--- src/rtl/wbfifo_endpoint.sv ---
// Pipelined wishbone slave with a stream-filled RX FIFO popped by bus reads
// and a bus-filled TX FIFO drained to a stream sink. Level interrupts follow
// FIFO occupancy against programmable thresholds.
module wbfifo_endpoint #(
    parameter int unsigned DW     = 32,
    parameter int unsigned LGFLEN = 4
) (
    input  logic          i_clk,
    input  logic          i_rst,
    input  logic          i_wb_cyc,
    input  logic          i_wb_stb,
    input  logic          i_wb_we,
    input  logic [1:0]    i_wb_addr,
    input  logic [DW-1:0] i_wb_data,
    output logic          o_wb_ack,
    output logic          o_wb_stall,
    output logic [DW-1:0] o_wb_data,
    output logic          o_wb_err,
    input  logic          i_rx_stb,
    input  logic [DW-1:0] i_rx_data,
    output logic          o_rx_busy,
    output logic          o_tx_stb,
    output logic [DW-1:0] o_tx_data,
    input  logic          i_tx_busy,
    output logic          o_rx_int,
    output logic          o_tx_int
);

    localparam int unsigned DEPTH = 1 << LGFLEN;
    localparam int unsigned FW    = LGFLEN + 1;

    localparam logic [LGFLEN-1:0] PTR_ONE  = 1;
    localparam logic [FW-1:0]     FILL_ONE = 1;
    localparam logic [FW-1:0]     FILL_MAX = FW'(DEPTH);

    logic [DW-1:0] rx_mem [DEPTH];
    logic [DW-1:0] tx_mem [DEPTH];

    logic [LGFLEN-1:0] rx_wptr_q, rx_wptr_d, rx_rptr_q, rx_rptr_d;
    logic [LGFLEN-1:0] tx_wptr_q, tx_wptr_d, tx_rptr_q, tx_rptr_d;
    logic [FW-1:0]     rx_fill_q, rx_fill_d, tx_fill_q, tx_fill_d;
    logic [FW-1:0]     rx_thresh_q, rx_thresh_d, tx_thresh_q, tx_thresh_d;
    logic              rx_ovfl_q, rx_ovfl_d, bus_err_q, bus_err_d;
    logic              rx_busy_q, rx_busy_d;
    logic              rx_int_q, rx_int_d, tx_int_q, tx_int_d;
    logic              ack_q, ack_d, err_q, err_d;
    logic [DW-1:0]     rdata_q, rdata_d;

    logic accept, rd_data, wr_data, wr_ctrl, wr_thr;
    logic rx_flush, tx_flush, rx_push, rx_pop, rx_drop, tx_push, tx_pop;
    logic resp_err;
    logic [DW-1:0] status;
    logic [FW-1:0] tx_free;
    logic unused_wdata;

    assign unused_wdata = ^i_wb_data;

    // Decode the bus request and the per-FIFO push/pop/flush events.
    always_comb begin
        accept   = i_wb_cyc && i_wb_stb;
        rd_data  = accept && !i_wb_we && (i_wb_addr == 2'd0);
        wr_data  = accept && i_wb_we && (i_wb_addr == 2'd0);
        wr_ctrl  = accept && i_wb_we && (i_wb_addr == 2'd1);
        wr_thr   = accept && i_wb_we && (i_wb_addr == 2'd2);
        rx_flush = wr_ctrl && i_wb_data[1];
        tx_flush = wr_ctrl && i_wb_data[0];
        rx_pop   = rd_data && (rx_fill_q != '0);
        // Flush beats an incoming stream word, so it neither lands nor overflows.
        rx_push  = i_rx_stb && !rx_busy_q && !rx_flush;
        rx_drop  = i_rx_stb && rx_busy_q && !rx_flush;
        tx_push  = wr_data && (tx_fill_q != FILL_MAX);
        tx_pop   = (tx_fill_q != '0) && !i_tx_busy && !tx_flush;
        resp_err = (rd_data && (rx_fill_q == '0)) || (wr_data && (tx_fill_q == FILL_MAX));
    end

    // Next-state for pointers and fill counters of both FIFOs.
    always_comb begin
        rx_wptr_d = rx_wptr_q;
        rx_rptr_d = rx_rptr_q;
        rx_fill_d = rx_fill_q;
        tx_wptr_d = tx_wptr_q;
        tx_rptr_d = tx_rptr_q;
        tx_fill_d = tx_fill_q;
        if (rx_flush) begin
            rx_wptr_d = '0;
            rx_rptr_d = '0;
            rx_fill_d = '0;
        end else begin
            if (rx_push) rx_wptr_d = rx_wptr_q + PTR_ONE;
            if (rx_pop)  rx_rptr_d = rx_rptr_q + PTR_ONE;
            if (rx_push && !rx_pop)      rx_fill_d = rx_fill_q + FILL_ONE;
            else if (!rx_push && rx_pop) rx_fill_d = rx_fill_q - FILL_ONE;
        end
        if (tx_flush) begin
            tx_wptr_d = '0;
            tx_rptr_d = '0;
            tx_fill_d = '0;
        end else begin
            if (tx_push) tx_wptr_d = tx_wptr_q + PTR_ONE;
            if (tx_pop)  tx_rptr_d = tx_rptr_q + PTR_ONE;
            if (tx_push && !tx_pop)      tx_fill_d = tx_fill_q + FILL_ONE;
            else if (!tx_push && tx_pop) tx_fill_d = tx_fill_q - FILL_ONE;
        end
    end

    // Next-state for sticky flags, thresholds, interrupts and the bus response.
    always_comb begin
        rx_ovfl_d   = rx_ovfl_q;
        bus_err_d   = bus_err_q;
        rx_thresh_d = rx_thresh_q;
        tx_thresh_d = tx_thresh_q;
        if (wr_ctrl && i_wb_data[31]) rx_ovfl_d = 1'b0;
        if (wr_ctrl && i_wb_data[30]) bus_err_d = 1'b0;
        // A new overflow outranks a clear landing in the same cycle.
        if (rx_drop)  rx_ovfl_d = 1'b1;
        if (resp_err) bus_err_d = 1'b1;
        if (wr_thr) begin
            rx_thresh_d = i_wb_data[16 +: FW];
            tx_thresh_d = i_wb_data[0 +: FW];
        end

        rx_busy_d = (rx_fill_d == FILL_MAX);
        tx_free   = FILL_MAX - tx_fill_q;
        rx_int_d  = (rx_thresh_q != '0) && (rx_fill_q >= rx_thresh_q);
        tx_int_d  = (tx_thresh_q != '0) && (tx_free >= tx_thresh_q);

        status             = '0;
        status[31]         = rx_ovfl_q;
        status[30]         = bus_err_q;
        status[16 +: FW]   = rx_fill_q;
        status[0 +: FW]    = tx_fill_q;

        ack_d   = accept && !resp_err;
        err_d   = accept && resp_err;
        rdata_d = '0;
        if (accept && !i_wb_we) begin
            case (i_wb_addr)
                2'd0: rdata_d = rx_pop ? rx_mem[rx_rptr_q] : '0;
                2'd1: rdata_d = status;
                2'd2: begin
                    rdata_d[16 +: FW] = rx_thresh_q;
                    rdata_d[0 +: FW]  = tx_thresh_q;
                end
                default: rdata_d = '0;
            endcase
        end
    end

    // Control and status state with asynchronous reset.
    always_ff @(posedge i_clk or posedge i_rst) begin
        if (i_rst) begin
            rx_wptr_q   <= '0;
            rx_rptr_q   <= '0;
            rx_fill_q   <= '0;
            tx_wptr_q   <= '0;
            tx_rptr_q   <= '0;
            tx_fill_q   <= '0;
            rx_thresh_q <= FILL_ONE;
            tx_thresh_q <= FILL_ONE;
            rx_ovfl_q   <= 1'b0;
            bus_err_q   <= 1'b0;
            rx_busy_q   <= 1'b0;
            rx_int_q    <= 1'b0;
            tx_int_q    <= 1'b0;
            ack_q       <= 1'b0;
            err_q       <= 1'b0;
            rdata_q     <= '0;
        end else begin
            rx_wptr_q   <= rx_wptr_d;
            rx_rptr_q   <= rx_rptr_d;
            rx_fill_q   <= rx_fill_d;
            tx_wptr_q   <= tx_wptr_d;
            tx_rptr_q   <= tx_rptr_d;
            tx_fill_q   <= tx_fill_d;
            rx_thresh_q <= rx_thresh_d;
            tx_thresh_q <= tx_thresh_d;
            rx_ovfl_q   <= rx_ovfl_d;
            bus_err_q   <= bus_err_d;
            rx_busy_q   <= rx_busy_d;
            rx_int_q    <= rx_int_d;
            tx_int_q    <= tx_int_d;
            ack_q       <= ack_d;
            err_q       <= err_d;
            rdata_q     <= rdata_d;
        end
    end

    // FIFO storage needs no reset; occupancy is tracked by the fill counters.
    always_ff @(posedge i_clk) begin
        if (rx_push) rx_mem[rx_wptr_q] <= i_rx_data;
        if (tx_push) tx_mem[tx_wptr_q] <= i_wb_data;
    end

    // Outputs: TX head is masked while empty so idle/reset data reads as zero.
    always_comb begin
        o_wb_ack   = ack_q;
        o_wb_err   = err_q;
        o_wb_data  = rdata_q;
        o_wb_stall = 1'b0;
        o_rx_busy  = rx_busy_q;
        o_tx_stb   = (tx_fill_q != '0);
        o_tx_data  = o_tx_stb ? tx_mem[tx_rptr_q] : '0;
        o_rx_int   = rx_int_q;
        o_tx_int   = tx_int_q;
    end

endmodule

--- config.mk ---
export PLATFORM = sky130hd
export DESIGN_NAME = wbfifo_endpoint
export DESIGN_NICKNAME = d
export VERILOG_FILES = /design/src/rtl/wbfifo_endpoint.sv
export SDC_FILE = /design/constraint.sdc
export NUM_CORES = 1
export LEC_CHECK = 0
export CORE_UTILIZATION = 65
export CTS_BUF_LIST = sky130_fd_sc_hd__clkbuf_8 sky130_fd_sc_hd__clkbuf_16
export DETAILED_ROUTE_END_ITERATION = 10
export PLACE_DENSITY_LB_ADDON = 0.1
export SYNTH_ARGS = -nofsm -noshare
export SYNTH_HDL_FRONTEND = slang
export SYNTH_SLANG_ARGS = --single-unit
--- constraint.sdc ---
create_clock -name i_clk -period 7.3 [get_ports i_clk]
set_clock_uncertainty 0.2 [all_clocks]
set_input_delay 1.46 -clock i_clk [delete_from_list [all_inputs] [get_ports i_clk]]
set_output_delay 1.46 -clock i_clk [all_outputs]
set_load 0.05 [all_outputs]
==> impl_results.md, run 1 <==
* Status: finished, final reports clean
* Quantity of I/O buffers inserted on ports at 142
* Number of enable-type register cells in the synthesized netlist at 1,024
* Final global-route overflow total at 0
* Area used by sequential logic in the layout at 0.0326 mm^2
* Crit share post-route at 78.0%
* DRT Wirelength at 91,000 um
* Pre-Repair DR Iteration Count at 5
* H-tree level count at 3
* Total count of hold-check failures in the final report at 0
* Critical path destination: o_tx_data[1]
* Maximum number of pins on one net before global-route repair at 69
* Routed length per placed instance at 30.2 um
* Mux share of post-synthesis cell area at around 17%
* Fmax at ~0.18 GHz
* Ratio of cells with drive above 1 in the final layout at 26.4%
* Placement row count at 93
* Leading register cell type out of synthesis: edfxtp_1
* Fin Setup TNS at 0 ps
* Number of different library cells in the post-synthesis netlist at 46
* Clk_lat worst skew at 660 ps
* Syn nets at about 2.0k
* Critical Path Sink Type: primary output
* Number of clock buffers inserted by TritonCTS at between 100 and 150
* Transition time of the tightest slew-check pin at 1240 ps
* I/O pin count at roughly 140
* Antenna violations before repair at 5
* First-pass GRT wire length at 135,000 um
* Number of max-capacitance violations reported at 0
* Category of the critical setup timing path: flip-flop to primary output
* Critical Path Start: tx_rptr_q[1]
* TritonCTS Sinks at 1,099
* GRT Max-Usage Layer: met2
* Cell type with the highest aggregate area in the netlist: edfxtp_1
* CP arrival at 4030 ps
* Max Slew Vio Count at 0
* Detailed Route Iter0 Violations at ~2.2k
* Synthesized instance count at ~1.9k
* Post-synthesis sequential area ratio at around three quarters
* Final HPWL from detailed placement at 48,400 um
* Unrepaired setup endpoints after global routing: false
* Reg2reg path depth at 9
* Area growth from synthesis to layout at 14.3%
* Multi-input gate area in the final layout at 0.00934 mm^2
* Path type of the worst min-delay path: flip-flop to flip-flop
* Hold buffer count at CTS at 0
* Compound-gate portion of the synthesized area at 1.42%
* Power Density at 365 mW/mm^2
* Width of the die at 258 um
* Total power consumption of the routed design at 17.8 mW
* Met3 layer usage reported by global route at 5.94%
* Main combinational cell family by area after synthesis: multiplexers
* Clock slew seen by the registers of the worst setup and hold paths at 70 ps
* Die height at around 260 um
* Share of async-settable or async-resettable flops after synthesis at 6.82%
* Leakage power total at 15.8 nW
* Synth top area cells: edfxtp_1, mux4_2, dfrtp_1
* Global placer's final weighted congestion at 0.794
* List of most frequent post-synthesis cells: edfxtp_1, mux4_2, and2_1
* Layout Nets at between 2k and 2.5k
* Mean post-synth cell area at 22.8 um^2
* Critical path required time at 5640 ps
* Global-route usage over all layers at 28.3%
* Vias after detailed routing at 19.7k
* Final count of negative-setup-slack endpoints at 0
* Crit path launch type: flip-flop
* Cell Area, Synth at between 0.04 and 0.05 mm^2
* Core Box Area at 0.0646 mm^2
* Remaining max-slew budget at the tightest pin at 16.4%
* Basic-gate share of the synthesized area counting and, or, nand and nor cells at between 2 and 3%
* Synthesized-area fraction occupied by xor and xnor cells at less than 1%
* Initial cell density of the core at ~66%
* Post-cts sizing count at 0
* Share of the synthesized area in the top cell type at 72.3%
* Worst vdd ir at 0.000293 V
* Full die area at 0.0664 mm^2
* Ant. Diodes at 0
* Crit Path Max Fanout at 68
* Adder-cell area share of the yosys netlist at 0.930%
* Synthesis Warnings at 0
* Internal reg-to-reg setup slack at 3130 ps
* Post-CTS setup repair buffer count at 0
* Antenna Nets Post-Route at 0
* Area post-placement at 0.0450 mm^2
* M1 GR Usage at 39.3%
* DRC Markers at 0
* End of the worst register-to-register path: tx_mem[3][6]
* Min cycle time layout at 5690 ps
* Flops & latches, synth at 1,099
* Number of global-route vias before repair at 20.7k
* Maximum clock path buffer count at 3
* Root buf cell: clkbuf_16
* Reg2reg start: tx_fill_q[0]
* Met2 Usage GRT at 47.1%
* Leading cell type by number of instances after synthesis: edfxtp_1
* Filler Cell Count at 3,435
* Routed via count divided by cell count at 6.55
* Final non-filler cell area at 0.0486 mm^2
* CTS tree: yes
[state kept, by name, indices dropped and copies added (netlist names), 4 cells and up]
register,flops
o_wb_data,32
rx_fill_q,5
rx_mem,512
rx_rptr_q,4
rx_thresh_q,5
rx_wptr_q,4
tx_fill_q,5
tx_mem,512
tx_rptr_q,4
tx_thresh_q,5
tx_wptr_q,4
[stage by stage]
stage	setup slack, ps	hold WS (ps)	instances	utilization, %
floorplan	3330	250	1866	-
global placement	2260	263	2818	69.6
detailed placement	2210	274	2818	69.7
CTS	1550	280	3016	75.3
global route	1440	310	3016	75.3
finish	1610	278	3016	75.3
[kinds of logic (layout without fill, tap and decap cells)]
kind of cell | Yosys count | count (layout)
DFF | 1099 | 1099
buffers and inverters | 118 | 413
other | 1 | 1
xor gates and xnor gates | 21 | 21
adders and majority gates | 31 | 31
and+or+nand+nor | 193 | 193
AOI/OAI and AO/OA | 86 | 86
muxes | 317 | 317
[worst max-delay path, cell delays in order (launching register included)]
cell,delay [ps]
dfrtp_4,1110
buf_12,420
mux4_2,380
mux4_2,470
and2_1,220
clkdlybuf4s50_1,720
[layout make-up]
| class | count | area share (%) |
|---|---|---|
| Tap cell | 855 | 2.20 |
| Clock buffer | 116 | 5.74 |
| Clock inverter | 82 | 1.70 |
| Timing Repair Buffer | 193 | 3.79 |
| Multi-Input combinational cell | 649 | 19.2 |
| Sequential cell | 1099 | 67.2 |
| Inverter | 22 | 0.172 |
[power breakdown]
group | leakage [nW] | total (mW) | internal, mW | switching (mW)
logic | 3.71 | 4.48 | 2.19 | 2.29
clock network | 1.86 | 5.59 | 3.31 | 2.28
registers | 10.2 | 7.68 | 7.25 | 0.433
total | 15.8 | 17.8 | 12.8 | 5.00
[cells in the final DEF (no fill, tap or decap), drive strengths merged, types with 14 or more instances in the layout]
cell type	n
edfxtp	1024
mux4	308
clkdlybuf4s50	142
clkbuf	116
and2	84
dfrtp	73
buf	51
inv	45
clkinv	41
nor2	33
ha	30
nand2	28
bufinv	16
a21oi	14
[worst min path at each step]
stage	startpoint	to	slack [ps]	cells past startpoint
floorplan	bus_err_q	bus_err_q	250	1
global placement	bus_err_q	bus_err_q	260	1
detailed placement	bus_err_q	bus_err_q	270	1
CTS	bus_err_q	bus_err_q	280	1
global route	bus_err_q	bus_err_q	310	1
finish	bus_err_q	bus_err_q	280	1
[metal layers]
metal  wire (um)  up-vias
met1       35100    10500
li1            -     8226
met4        1600        6
met3        7270      137
met2       47000      842
met5          44        -
(Power assumes the default switching activity.)
==> run 2, diff against run 1 <==
- CORE_UTILIZATION: 65 -> 61
- clock period: 7.3 -> 5.8 ns (I/O delays scaled with it)
==> run 2 against run 1 <==
Net effect: setup slack got worse by 1000 ps; highest routed layer unchanged; largest power group unchanged; power rose by 24%; routed wire length barely moved; clock power rose by 19%; sequential power rose by 27%; final area barely moved; combinational power rose by 26%; critical endpoint is now o_tx_data[30]; non-clock buffer count rose by 12; largest cell class unchanged; sequential cell count did not move; hold slack improved by 25 ps.
==> impl_results.md, run 2 (same netlist as run 1, synthesis figures left out) <==
* Power Density at 453 mW/mm^2 (+24%)
* Maximum number of pins on one net before global-route repair at 71 (+2.9%)
* CTS tree: yes
* Critical path destination: o_tx_data[30]
* Reg2reg start: tx_fill_q[0]
* Routed length per placed instance at 29.3 um (-2.9%)
* Final non-filler cell area at 0.0486 mm^2 (about the same)
* Post-cts sizing count at 0 (unchanged)
* Leakage power total at 15.8 nW (about the same)
* Antenna Nets Post-Route at 0 (unchanged)
* Clk_lat worst skew at 650 ps (about the same)
* Reg2reg path depth at 14 (+5)
* Pre-Repair DR Iteration Count at 6 (+1)
* Min cycle time layout at 5200 ps
* Commonest non-fill, non-tap cells in the layout: edfxtp_1, mux4_2, clkdlybuf4s50_1
* Family of cells with the greatest summed delay on the critical path: buffers and inverters
* Maximum clock path buffer count at 3 (unchanged)
* Total placed cells including tap cells at 2,906 (+3.1%)
* Core Box Area at 0.0688 mm^2 (+6.6%)
* Crit Path Max Fanout at 47 (-31%)
* Status: finished, final reports clean
* Antenna violations before repair at 4 (-1)
* Layout Nets at 2,186 (+0.55%)
* Root buf cell: clkbuf_16
* Total power consumption of the routed design at 22.0 mW (+24%)
* Quantity of I/O buffers inserted on ports at 142 (unchanged)
* Final HPWL from detailed placement at 51,900 um (+7.3%)
* Placement row count at 96 (+3.2%)
* Max Slew Vio Count at 0 (unchanged)
* Critical path required time at 4440 ps (-1200 ps)
* Initial cell density of the core at 61.8% (-4.1 points)
* Worst vdd ir at 0.000398 V (+36%)
* Multi-input gate area in the final layout at 0.00934 mm^2 (about the same)
* Ratio of cells with drive above 1 in the final layout at 26.3% (-0.17 points)
* Area post-placement at 0.0452 mm^2 (+0.54%)
* Path type of the worst min-delay path: flip-flop to flip-flop
* Area growth from synthesis to layout at 14.4% (about the same)
* Leading cell type in the layout, fill and taps excluded: edfxtp_1
* DRT Wirelength at 91,000 um (about the same)
* Critical Path Start: tx_rptr_q[1]
* Width of the die at 266 um (+3.2%)
* Unrepaired setup endpoints after global routing: false
* Hold buffer count at CTS at 0 (unchanged)
* Post-CTS setup repair buffer count at 0 (unchanged)
* Critical Path Sink Type: primary output
* Number of gates on the worst path with buffers counted at 5 (unchanged)
* Routed via count divided by cell count at 6.36 (-2.8%)
* Number of clock buffers inserted by TritonCTS at 105 (unchanged)
* Total count of hold-check failures in the final report at 0 (unchanged)
* Global-route usage over all layers at 26.5% (-1.8 points)
* Full die area at 0.0707 mm^2 (+6.5%)
* Crit share post-route at 89.7%
* Non-filler instance count after layout at 3,103 (+2.9%)
* Final count of negative-setup-slack endpoints at 0 (unchanged)
* TritonCTS Sinks at 1,099 (unchanged)
* Largest stage delay, worst path at 920 ps (-190 ps)
* Internal reg-to-reg setup slack at 1710 ps (-1420 ps)
* Clock slew seen by the registers of the worst setup and hold paths at 60 ps (about the same)
* Start point of the worst min-delay path: bus_err_q
* Final global-route overflow total at 0 (unchanged)
* Filler Cell Count at 4,057 (+18%)
* Global placer's final weighted congestion at 0.783 (-1.3%)
* Number of global-route vias before repair at 20.6k (-0.50%)
* Remaining max-slew budget at the tightest pin at 11.5% (-4.9 points)
* Fin Hold WS at 302 ps (+24.6 ps)
* H-tree level count at 3 (unchanged)
* I/O pin count at 144 (unchanged)
* First-pass GRT wire length at 134,000 um (-0.79%)
* Critical path cell sequence: buf_4 > mux4_2 > mux4_2 > and2_1 > clkdlybuf4s50_1
* Most used cell, CP: mux4_2
* Fmax at 0.192 GHz
* Total buffers and inverters traversed by the critical path at 2 (unchanged)
* Detailed Route Iter0 Violations at 1,855 (-14%)
* Area used by sequential logic in the layout at 0.0326 mm^2 (unchanged)
* Vias after detailed routing at 19.7k (-0.046%)
* Die height at 266 um (+3.2%)
* End of the worst register-to-register path: tx_fill_q[4]
* DRC Markers at 0 (unchanged)
* Crit path launch type: flip-flop
* Category of the critical setup timing path: flip-flop to primary output
* CP arrival at 3840 ps (-190 ps)
* Number of max-capacitance violations reported at 0 (unchanged)
* Standard cell with the maximum stage delay on the critical path: dfrtp_4
* Fin Setup TNS at 0 ps (unchanged)
* Transition time of the tightest slew-check pin at 1320 ps (+80.1 ps)
[run 2: layout make-up]
cell class,count,area share [%]
clock inverter,79,1.12
timing repair buffer,205,4.10
multi-input combinational,649,19.2
clock buffer,117,5.88
inverter,22,0.172
sequential,1099,67.1
tap,931,2.40
antenna,1,0.00515
[run 2: report_power, final]
group,switching [mW],total (mW),internal (mW),leakage (nW)
registers,0.604,9.73,9.13,10.2
logic,2.83,5.63,2.80,3.80
clock network,2.82,6.65,3.83,1.79
[run 2: stage by stage]
step	utilization (%)	worst slack, ps
2_1_floorplan	-	2130
3_3_place_gp	65.7	1140
3_5_place_dp	65.7	967
4_1_cts	70.7	573
5_1_grt	70.7	534
6_report	70.7	599
[run 2: worst min-delay path by stage]
stage	to	slack, ps	cells after the start
after floorplan	bus_err_q	250	1
after CTS	bus_err_q	290	1
after global routing	bus_err_q	320	1
after detailed placement	bus_err_q	280	1
final	bus_err_q	300	1
after global placement	bus_err_q	270	1
[run 2: worst register-to-register path: stages, from the launching register on]
cell	delay (ps)
dfrtp_1	490
inv_1	100
ha_1	240
nor3b_1	170
ha_1	310
nor4_2	570
buf_4	300
o21ai_0	290
fa_1	490
a21o_1	190
a21oi_1	170
nand3b_1	100
o21ai_0	120
xnor2_1	150
nor2_1	60
[run 2: layer usage]
metal	track usage, %	part of all wire, %	wire [um]	vias to the layer above
met3	4.90	6.9	6240	146
met1	36.4	40	36100	10600
met2	44.3	51	46500	754
met5	0	0.063	57	-
li1	-	-	-	8252
met4	7.80	2.3	2070	8
==> run 3, diff against run 2 <==
- ABC_AREA: unset -> 1
==> run 3 against run 2 <==
Net effect: sequential power down 1%; non-clock buffer count down 2; clock power up 0.6%; synthesized area up 2.7%; synthesized cell count up 77%; critical endpoint is now o_tx_data[6]; largest cell class unchanged.
==> impl_results.md, run 3 <==
* Unrepaired setup endpoints after global routing: false
* Number of global-route vias before repair at 27.6k (+34%)
* Fin Hold WS at 297 ps (-5.37 ps)
* Width of the die at 269 um (+1.3%)
* Final count of negative-setup-slack endpoints at 0 (unchanged)
* Path type of the worst min-delay path: flip-flop to flip-flop
* Number of clock buffers inserted by TritonCTS at 107 (+1.9%)
* Total buffers and inverters traversed by the critical path at 3 (+1)
* Ratio of cells with drive above 1 in the final layout at 8.19% (-18 points)
* Layout Nets at 3,498 (+60%)
* Critical Path Start: tx_rptr_q[0]
* Maximum number of pins on one net before global-route repair at 194 (+170%)
* Number of different library cells in the post-synthesis netlist at 45 (-2.2%)
* CTS tree: yes
* H-tree level count at 3 (unchanged)
* Remaining max-slew budget at the tightest pin at 11.2% (-0.29 points)
* First-pass GRT wire length at 166,000 um (+24%)
* Synthesized instance count at 3,308 (+77%)
* Crit share post-route at 91.9% (+2.3 points)
* Final HPWL from detailed placement at 61,500 um (+18%)
* Global placer's final weighted congestion at 0.849 (+8.3%)
* Share of the synthesized area in the top cell type at 70.5% (-1.9 points)
* Reg2reg start: tx_fill_q[0]
* Hold buffer count at CTS at 0 (unchanged)
* Area growth from synthesis to layout at 12.9%
* Status: finished, final reports clean
* Number of gates on the worst path with buffers counted at 7 (+2)
* Leading cell type in the layout, fill and taps excluded: edfxtp_1
* Root buf cell: clkbuf_16
* Routed length per placed instance at 24.8 um (-15%)
* Post-synthesis sequential area ratio at 74.8% (-2.0 points)
* Antenna Nets Post-Route at 0 (unchanged)
* Clk_lat worst skew at 660 ps (about the same)
* Min cycle time layout at 5330 ps (+131 ps)
* Internal reg-to-reg setup slack at 1760 ps (+50 ps)
* Total count of hold-check failures in the final report at 0 (unchanged)
* DRT Wirelength at 110,000 um (+21%)
* Die height at 269 um (+1.3%)
* Number of max-capacitance violations reported at 0 (unchanged)
* Critical Path Sink Type: primary output
* Crit path launch type: flip-flop
* Routed via count divided by cell count at 6.33 (-0.46%)
* Worst vdd ir at 0.000445 V (+12%)
* Leading register cell type out of synthesis: edfxtp_1
* Placement row count at 97 (+1.0%)
* Family of cells with the greatest summed delay on the critical path: buffers and inverters
* Synthesis Warnings at 0 (unchanged)
* Cell type with the highest aggregate area in the netlist: edfxtp_1
* List of most frequent post-synthesis cells: edfxtp_1, nor2_1, o21ai_0
* Post-cts sizing count at 0 (unchanged)
* Number of enable-type register cells in the synthesized netlist at 1,024 (unchanged)
* Standard cell with the maximum stage delay on the critical path: clkdlybuf4s50_1
* Clock slew seen by the registers of the worst setup and hold paths at 60 ps (about the same)
* Post-CTS setup repair buffer count at 0 (unchanged)
* Crit Path Max Fanout at 89 (+89%)
* Share of async-settable or async-resettable flops after synthesis at 6.82% (unchanged)
* Core Box Area at 0.0704 mm^2 (+2.3%)
* Fin Setup TNS at 0 ps (unchanged)
* DRC Markers at 0 (unchanged)
* Filler Cell Count at 4,729 (+17%)
* Mean post-synth cell area at 13.2 um^2 (-42%)
* Critical path cell sequence: inv_6 > buf_4 > o21ai_0 > o221ai_1 > nand3_1 > a21oi_1 > clkdlybuf4s50_1
* Transition time of the tightest slew-check pin at 1330 ps (+6.04 ps)
* Antenna violations before repair at 3 (-1)
* Pre-Repair DR Iteration Count at 6 (unchanged)
* Syn nets at 3,412 (+73%)
* Largest stage delay, worst path at 830 ps (-90 ps)
* Commonest non-fill, non-tap cells in the layout: edfxtp_1, nor2_1, o21ai_0
* Leading cell type by number of instances after synthesis: edfxtp_1
* Maximum clock path buffer count at 3 (unchanged)
* Vias after detailed routing at 28.0k (+42%)
* TritonCTS Sinks at 1,099 (unchanged)
* Fmax at 0.188 GHz (-2.4%)
* Flops & latches, synth at 1,099 (unchanged)
* CP arrival at 3970 ps (+130 ps)
* Leakage power total at 16.3 nW (+3.1%)
* Quantity of I/O buffers inserted on ports at 142 (unchanged)
* Final global-route overflow total at 0 (unchanged)
* Initial cell density of the core at 62.0% (+0.24 points)
* Reg2reg path depth at 16 (+2)
* Cell Area, Synth at 0.0436 mm^2 (+2.7%)
* End of the worst register-to-register path: tx_fill_q[4]
* Detailed Route Iter0 Violations at 3,108 (+68%)
* Max Slew Vio Count at 0 (unchanged)
* Power Density at 480 mW/mm^2 (+6.0%)
* Critical path destination: o_tx_data[6]
* Full die area at 0.0726 mm^2 (+2.7%)
* Critical path required time at 4440 ps (about the same)
* Synth top area cells: edfxtp_1, o21ai_0, nor2_1
* I/O pin count at 144 (unchanged)
* Category of the critical setup timing path: flip-flop to primary output
* Global-route usage over all layers at 30.1% (+3.6 points)
-- run 3: cell count changes in the layout (fill, tap and decap cells not counted), sizes merged, moves of 84 or more --
cell	delta
nand2	+162
o221ai	+85
nor2	+588
mux4	-308
o21ai	+563
and2	-84
o22ai	+120
-- run 3: area by class of cell --
| class | instances | area, um^2 | share of cell area, % |
|---|---|---|---|
| Tap cell | 940 | 1180 | 2.39 |
| Inverter | 80 | 313 | 0.635 |
| Multi-Input combinational cell | 1903 | 9820 | 19.9 |
| Timing Repair Buffer | 203 | 1950 | 3.95 |
| Antenna cell | 1 | 2.50 | 0.00508 |
| Clock buffer | 111 | 2780 | 5.64 |
| Sequential cell | 1099 | 32600 | 66.2 |
| Clock inverter | 82 | 596 | 1.21 |
-- run 3: report_power, final --
group          total (mW)  internal (mW)  switching [mW]
Sequential           9.61           9.14           0.466
Clock                6.69           3.83            2.86
Combinational        7.35           2.12            5.23
-- run 3: metal layers --
layer	track usage, %	share of wire (%)	up-vias
li1	-	-	12500
met1	39.7	39	13900
met5	0	0.042	-
met3	3.59	6.9	246
met4	13.3	4.3	4
met2	50.8	50	1337
-- run 3: worst min path at each step --
stage / startpoint / end / slack, ps / cells after the start
finish: rx_ovfl_q / rx_ovfl_q / 300 / 1
global route: bus_err_q / bus_err_q / 300 / 1
CTS: bus_err_q / bus_err_q / 290 / 1
detailed placement: bus_err_q / bus_err_q / 270 / 1
global placement: bus_err_q / bus_err_q / 270 / 1
floorplan: bus_err_q / bus_err_q / 250 / 1
-- run 3: cells by family (layout without fill, tap and decap cells) --
logic type,Yosys count,in the layout,share of synthesized area [%]
flip-flops,1099,1099,74.8
buffers and inverters,306,476,3.23
XOR/XNOR,10,10,0.201
AO/OA/AOI/OAI,968,968,12.8
adder cells (fa/ha/maj),31,31,0.906
multiplexers,2,2,0.0516
AND/OR/NAND/NOR,891,891,8.05
other,1,2,0.00859
-- run 3: through the flow --
| step | instances | worst slack, ps | total power [mW] | util [%] | cell area [um^2] |
|---|---|---|---|---|---|
| 2_1_floorplan | 3308 | 1980 | 14.6 | - | 43600 |
| 3_3_place_gp | 4225 | 1070 | 16.9 | 65.2 | 45900 |
| 3_5_place_dp | 4225 | 1050 | 17.0 | 65.2 | 45900 |
| 4_1_cts | 4418 | 492 | 23.7 | 70.0 | 49300 |
| 5_1_grt | 4419 | 200 | 24.6 | 70.0 | 49300 |
| 6_report | 4419 | 469 | 23.6 | 70.0 | 49300 |
